<file path="config.mk">
export PLATFORM = sky130hd
export DESIGN_NAME = unidade_de_busca
export DESIGN_NICKNAME = d
export VERILOG_FILES = /design/src/rtl/unidade_de_busca.sv
export SDC_FILE = /design/constraint.sdc
export NUM_CORES = 1
export LEC_CHECK = 0
export CAP_MARGIN = 20
export CORE_ASPECT_RATIO = 1.4
export CORE_MARGIN = 2
export CORE_UTILIZATION = 46
export DETAILED_ROUTE_END_ITERATION = 16
export PLACE_DENSITY_LB_ADDON = 0.3
export SYNTH_ARGS = -nofsm -noshare
export SYNTH_HDL_FRONTEND = slang
export SYNTH_SLANG_ARGS = --single-unit
</file>
<file path="constraint.sdc">
create_clock -name clock -period 1.75 [get_ports clock]
set_input_delay 0.35 -clock clock [delete_from_list [all_inputs] [get_ports clock]]
set_output_delay 0.35 -clock clock [all_outputs]
set_load 0.01 [all_outputs]
</file>
<file path="src/rtl/unidade_de_busca.sv">
// unidade_de_busca: instruction-fetch controller. Owns the PC, registers the fetched
// word into a one-entry instruction register, and handles branches, halt and range faults.
`default_nettype none

module unidade_de_busca #(
   parameter int                   ADDR_W      = 8,
   parameter int                   INSTR_W     = 8,
   parameter int                   MEM_DEPTH   = 52,
   parameter logic [ADDR_W-1:0]    RESET_PC    = '0,
   parameter logic [INSTR_W-1:0]   HALT_OPCODE = '1
) (
   input  logic               clock,
   input  logic               reset,
   output logic [ADDR_W-1:0]  endereco,
   input  logic [INSTR_W-1:0] instrucao_mem,
   output logic [INSTR_W-1:0] instrucao,
   output logic [ADDR_W-1:0]  instr_pc,
   output logic               instr_valid,
   input  logic               instr_ready,
   input  logic               desvio,
   input  logic [ADDR_W-1:0]  alvo,
   output logic               halted,
   output logic               fault,
   output logic [15:0]        retired
);

   typedef enum logic [1:0] {
      S_BOOT  = 2'd0,
      S_FETCH = 2'd1,
      S_HALT  = 2'd2,
      S_FAULT = 2'd3
   } state_t;

   localparam logic [ADDR_W:0] LIMIT = (ADDR_W+1)'(MEM_DEPTH);

   state_t               state_q;
   logic [ADDR_W-1:0]    endereco_q;
   logic [INSTR_W-1:0]   instrucao_q;
   logic [ADDR_W-1:0]    instr_pc_q;
   logic                 instr_valid_q;
   logic                 halted_q;
   logic                 fault_q;
   logic [15:0]          retired_q;

   logic                 slot_free;
   logic                 transfer;
   logic                 out_of_range;

   assign slot_free    = !instr_valid_q || instr_ready;
   assign transfer     = instr_valid_q && instr_ready;
   assign out_of_range = ({1'b0, endereco_q} >= LIMIT);

   always_ff @(posedge clock or negedge reset) begin
      if (!reset) begin
         state_q       <= S_BOOT;
         endereco_q    <= RESET_PC;
         instrucao_q   <= '0;
         instr_pc_q    <= '0;
         instr_valid_q <= 1'b0;
         halted_q      <= 1'b0;
         fault_q       <= 1'b0;
         retired_q     <= '0;
      end else begin
         if (transfer) begin
            retired_q <= retired_q + 16'd1;
         end

         case (state_q)
            S_BOOT: begin
               state_q <= S_FETCH;
            end

            S_FETCH: begin
               // A taken branch flushes the word being fetched this cycle.
               if (transfer && desvio) begin
                  endereco_q    <= alvo;
                  instr_valid_q <= 1'b0;
               end else if (slot_free) begin
                  if (out_of_range) begin
                     instr_valid_q <= 1'b0;
                     fault_q       <= 1'b1;
                     state_q       <= S_FAULT;
                  end else begin
                     instrucao_q   <= instrucao_mem;
                     instr_pc_q    <= endereco_q;
                     instr_valid_q <= 1'b1;
                     if (instrucao_mem == HALT_OPCODE) begin
                        halted_q <= 1'b1;
                        state_q  <= S_HALT;
                     end else begin
                        endereco_q <= endereco_q + ADDR_W'(1);
                     end
                  end
               end
            end

            S_HALT: begin
               if (transfer && desvio) begin
                  endereco_q    <= alvo;
                  instr_valid_q <= 1'b0;
                  halted_q      <= 1'b0;
                  state_q       <= S_FETCH;
               end else if (transfer) begin
                  instr_valid_q <= 1'b0;
               end
            end

            S_FAULT: begin
               instr_valid_q <= 1'b0;
            end

            default: begin
               state_q <= S_BOOT;
            end
         endcase
      end
   end

   assign endereco    = endereco_q;
   assign instrucao   = instrucao_q;
   assign instr_pc    = instr_pc_q;
   assign instr_valid = instr_valid_q;
   assign halted      = halted_q;
   assign fault       = fault_q;
   assign retired     = retired_q;

endmodule

`default_nettype wire
</file>
Yosys cells after proc, flatten, opt, wreduce, memory -nomap -nowiden

Cells that the tools add are included.

Shifts and indexed selects: 0
Muxes and demuxes: 24
Bitwise logic cells: 2
Add/subtract/negate cells: 2
Multipliers: 0
Eq/ne operators: 14
Reduce and logical (&&, ||, !) cells: 14
Magnitude comparators: 1
Divide/modulo/power cells: 0

Operator list:

| kind                                                                   | number |
|---|---|
| 8-bit two-way mux                                                      | 5 |
| 16-bit by 1-bit adder with 16-bit output (second input constant)       | 1 |
| 8-bit case mux with 2 select lines                                     | 1 |
| 3-bit != test (second input constant)                                  | 5 |
| 1-bit two-way mux                                                      | 10 |
| 2-bit two-way mux                                                      | 5 |
| 2-bit != test (second input constant)                                  | 5 |
| 5-bit AND reduction                                                    | 2 |
| 8-bit by 1-bit adder with 8-bit output (second input constant)         | 1 |
| 8-bit == test (second input constant)                                  | 1 |
| 8-bit by 6-bit >= comparator with 1-bit output (second input constant) | 1 |
| 4-bit AND reduction                                                    | 2 |
| 2-bit case mux with 3 select lines                                     | 1 |
| 6-bit AND reduction                                                    | 1 |
| 3-bit nonzero test                                                     | 2 |
| 2-bit == test (second input constant)                                  | 2 |
| 1-bit case mux with 3 select lines                                     | 1 |
| 3-bit AND reduction                                                    | 1 |
| 2-bit by 1-bit == test with 1-bit output (second input constant)       | 1 |
| 1-bit logical AND                                                      | 2 |
| 2-bit logical NOT                                                      | 1 |
| 1-bit inverter                                                         | 2 |
| 1-bit case mux with 2 select lines                                     | 1 |
| 2-bit nonzero test                                                     | 1 |
| other kinds (2)                                                        | 2 |

Memory bits (writable): 0
Logic and storage cells: 65
Output and inout port bits: 43
Bits in latches: 0
Bits in registers: 45
Bits in read-only memories: 0
Memories: 0
Input bits: 20

Logic depth before layout (Yosys ltp)

Gate-level depths: netlist of run 1.

Depth after elaboration: 6
Depth in mapped cells: 5
Mapped depth without buffers: 5

Worst setup path after synthesis of run 1

OpenSTA, ideal clock, no wires.

Path type: flip-flop to flip-flop
From: register instr_valid_q (netlist: instr_valid)
To: register instr_pc_q[4] (netlist: instr_pc[4])
Period minus slack after synthesis: 1501 ps
Library setup time: 125 ps
Cell stages (with the launch flop): 5
Arrival time: 1376 ps
Buffers on the path: 1
Slack: 249 ps
Data required time: 1625 ps
Cells stage by stage: dfrtp_1 -> inv_1 -> o2111ai_1 -> buf_2 -> mux2_2

Longest elaborated chain between the ends: 4
Elaborated cells between the ends (all ways): 6
Classes of those cells: 1 x bitwise; 5 x reduce/logical

Ends and longest elaborated chain:

| element                           | RTL line | RTL |
|---|---|---|
| start, declared                   | 40       | `logic instr_valid_q;` |
| start signal, assigned            | 59       | `instr_valid_q <= 1'b0;` |
| start signal, assigned            | 77       | `instr_valid_q <= 1'b0;` |
| start signal, assigned            | 80       | `instr_valid_q <= 1'b0;` |
| 1-bit logical AND                 | 50       | `assign transfer = instr_valid_q && instr_ready;` |
| 1-bit logical AND                 | 75       | `if (transfer && desvio) begin` |
| 1-bit inverter (no line)          | --       |  |
| 4-bit AND reduction (no line) (*) | --       |  |
| end signal, assigned              | 85       | `instr_pc_q <= endereco_q;` |
| end, declared                     | 39       | `logic [ADDR_W-1:0] instr_pc_q;` |

Mark *: on every way between the ends. The rest lies on a longest branch, timed or not.
A chain may end at the register's enable or synchronous reset.

Worst setup path in the final report of run 1

From: register endereco_q[4] (netlist: endereco[4])
To: output endereco[4]

RTL lines:

| element                | RTL line | RTL |
|---|---|---|
| start, declared        | 37       | `logic [ADDR_W-1:0] endereco_q;` |
| start signal, assigned | 76       | `endereco_q <= alvo;` |
| start signal, assigned | 91       | `endereco_q <= endereco_q + ADDR_W'(1);` |
| start signal, assigned | 99       | `endereco_q <= alvo;` |
| end, declared          | 14       | `output logic [ADDR_W-1:0] endereco,` |

No word-level cell between the ends.

==> flow_summary.json, run 1 <==
{
  "overflow": 0,
  "cts_root_buf": "clkbuf_8",
  "synth_most_common_cell": "dfrtp_1",
  "cp-end-kind": "output pin",
  "cp-start-kind": "flop",
  "antenna_found_initial": 0,
  "synth_top_cell_by_area": "dfrtp_1",
  "period_share_pct": 95.66,
  "ys_ff_latch": 45,
  "syn_avg_cell_area_um2": 11.83,
  "finalCriticalPeriod_ns": 1.674,
  "port-buffer-count": 62,
  "numPlacedInstances": 315,
  "worstSkewPairLatency_ns": 0.29,
  "crit_buf_inv": 1,
  "drtIter0Drc": 84,
  "drive_gt1_share_pct": 16.09,
  "cts-hold-fix-buffers": 0,
  "synth-async-reset-ratio_pct": 100.0,
  "rsz0062_at_grt": "no",
  "synth.distinct_cells": 39,
  "finalHoldViolCount": 0,
  "cp.arrival_ns": 1.32,
  "postRouteAntennaNets": 0,
  "grt_max_degree": 46,
  "start_util_pct": 47.03,
  "tightest_slew_ns": 0.3591,
  "synth-edff-count": 0,
  "final_cells": 323,
  "io_pins": 63,
  "skew_ns": 0.007488,
  "syn_inst": 176,
  "core_area_um2": 4427,
  "drt_first_pass_iters": 4,
  "routed_wl_mm": 4.384,
  "p_per_area_nw_per_um2": 674.9,
  "cp_slowest_cell": "clkdlybuf4s50_1",
  "htree_levels": 2,
  "hp-class": "input pin to asynchronous set/reset pin",
  "cts_buffers": 5,
  "critPathKind": "flop to output pin",
  "wl_per_cell_um": 13.57,
  "cp_slowest_stage_delay_ns": 0.58,
  "synth_area_um2": 2082,
  "num_rows": 29,
  "p_leak_nw": 1.380,
  "nets": 283,
  "ys_top_cells_by_count": "dfrtp_1 (45), nand2_1 (13), xnor2_1 (10), nand3_1 (9), mux2_1 (8)",
  "p_total_mw": 2.041,
  "whs_ns": 0.02225,
  "finalSetupViolations": 0,
  "grt_pass1_vias": 1691,
  "ys_seq_area_share_pct": 54.09,
  "grt_pass1_wl_mm": 7.527,
  "synthFlopType": "dfrtp_1",
  "insertedDiodeCount": 0,
  "die_area_um2": 5088,
  "cts_tree": "done",
  "die_x_um": 60.86,
  "cp_top_family": "buffers and inverters",
  "die-height_um": 83.60,
  "place_hpwl_mm": 3.327,
  "vias": 1673,
  "drc": 0,
  "slew_viol_final": 0,
  "maxCapViolations": 0,
  "cts_sinks": 45,
  "ys_top_cells_by_area": "dfrtp_1 (54%), mux2_1 (4.3%), xnor2_1 (4.2%), mux2i_1 (2.9%), mux2_2 (2.7%)",
  "clk_pin_slew_worst_paths_ns": 0.09,
  "gp_congestion": 0.7947,
  "utilization_pct": 68.32,
  "synth_nets": 199,
  "ys_warn_count": 0,
  "cts_resized": 1,
  "cts_setup_buffers": 0,
  "crit_required_ns": 1.40,
  "clock.fmax_mhz": 597.4,
  "slew_headroom_pct": 76.06,
  "clockBufferDepth": 2,
  "vdd_drop_max_v": 0.0005404,
  "areaGrowthSynthToFinish_pct": 45.25,
  "path_cells": "clkdlybuf4s50_1",
  "status": "finished clean",
  "yosysTopAreaCellShare_pct": 54.09,
  "track_usage_pct": 19.51,
  "vias_per_cell": 5.180,
  "crit_fanout": 6
}
metrics by stage:
step	setup TNS [ns]	setup WS [ns]	cell area, um2
after detailed placement	-6.124	-0.2798	2918
after floorplan	0	0.2490	2082
after global routing	0	0.01579	3024
after global placement	-4.891	-0.2550	2918
final	0	0.07596	3024
after CTS	0	0.02040	3015
cell families after synthesis:
| group | after synthesis | synth area share [%] |
|---|---|---|
| buffers and inverters | 9 | 2.223 |
| muxes | 19 | 9.916 |
| AOI/OAI and AO/OA | 28 | 10.34 |
| xor gates and xnor gates | 15 | 6.310 |
| and+or+nand+nor | 56 | 14.84 |
| adders and majority gates | 4 | 2.284 |
| DFF | 45 | 54.09 |
layout by cell type (no fill, tap or decap), drive strengths merged, types with 6 or more instances in the layout:
cell type and instances:
nand2 13, nand4 6, nor2 7, nand3 10
clkdlybuf4s50 58, inv 6, buf 19, dfrtp 45
mux2 13, clkbuf 6, a21oi 6, xnor2 10
a2bb2oi 6, mux2i 6
flip-flops by register name, indices dropped and copies added, names as in the netlist:
name,count
instr_valid,1
endereco,8
state_q,2
halted,1
instr_pc,8
retired,16
fault,1
instrucao,8
routing by layer:
metal | GRT usage, % | part of all wire [%] | routed length, um | vias to the layer above
met4 | 7.510 | 2.1 | 94 | 0
met3 | 5.426 | 4.9 | 216 | 10
met2 | 33.14 | 53 | 2338 | 50
li1 | - | - | - | 796
met1 | 22.42 | 40 | 1735 | 817
met5 | 0 | 0 | 0 | -
worst paths after layout:
path | to | slack, ns | from | cells after the start
max | endereco[4] | 0.08 | endereco[4] | 1
min | retired[9] | 0.02 | reset | 2
max reg2reg | instrucao[1] | 0.15 | state_q[1] | 4
min reg2reg | retired[15] | 0.47 | retired[15] | 1
max in group asynchronous | instr_valid | 1.51 | reset | 2
min in group clock | retired[15] | 0.47 | retired[15] | 1
power breakdown:
| part | switching [mW] | leakage [nW] | total [mW] | internal [mW] |
|---|---|---|---|---|
| logic | 0.118 | 0.732 | 0.269 | 0.151 |
| clock network | 0.344 | 0.0512 | 0.664 | 0.320 |
| registers | 0.0342 | 0.596 | 1.11 | 1.07 |
| total | 0.496 | 1.38 | 2.04 | 1.54 |
cell type report:
| cell class | instances | area [um2] |
|---|---|---|
| Fill cell | 362 | 1403 |
| Sequential cell | 45 | 1127 |
| Multi-Input combinational cell | 122 | 917.1 |
| Timing Repair Buffer | 80 | 783.3 |
| Clock buffer | 6 | 82.58 |
| Tap cell | 62 | 77.57 |
| Inverter | 6 | 22.52 |
| Clock inverter | 2 | 13.76 |
No activity file was read; power rests on OpenSTA's default activity.
==> run 2, diff against run 1 <==
- CTS_CLUSTER_SIZE: unset -> 16
==> results of run 2 <==
No change in the layout: final DEF, timing and power equal those of run 1.
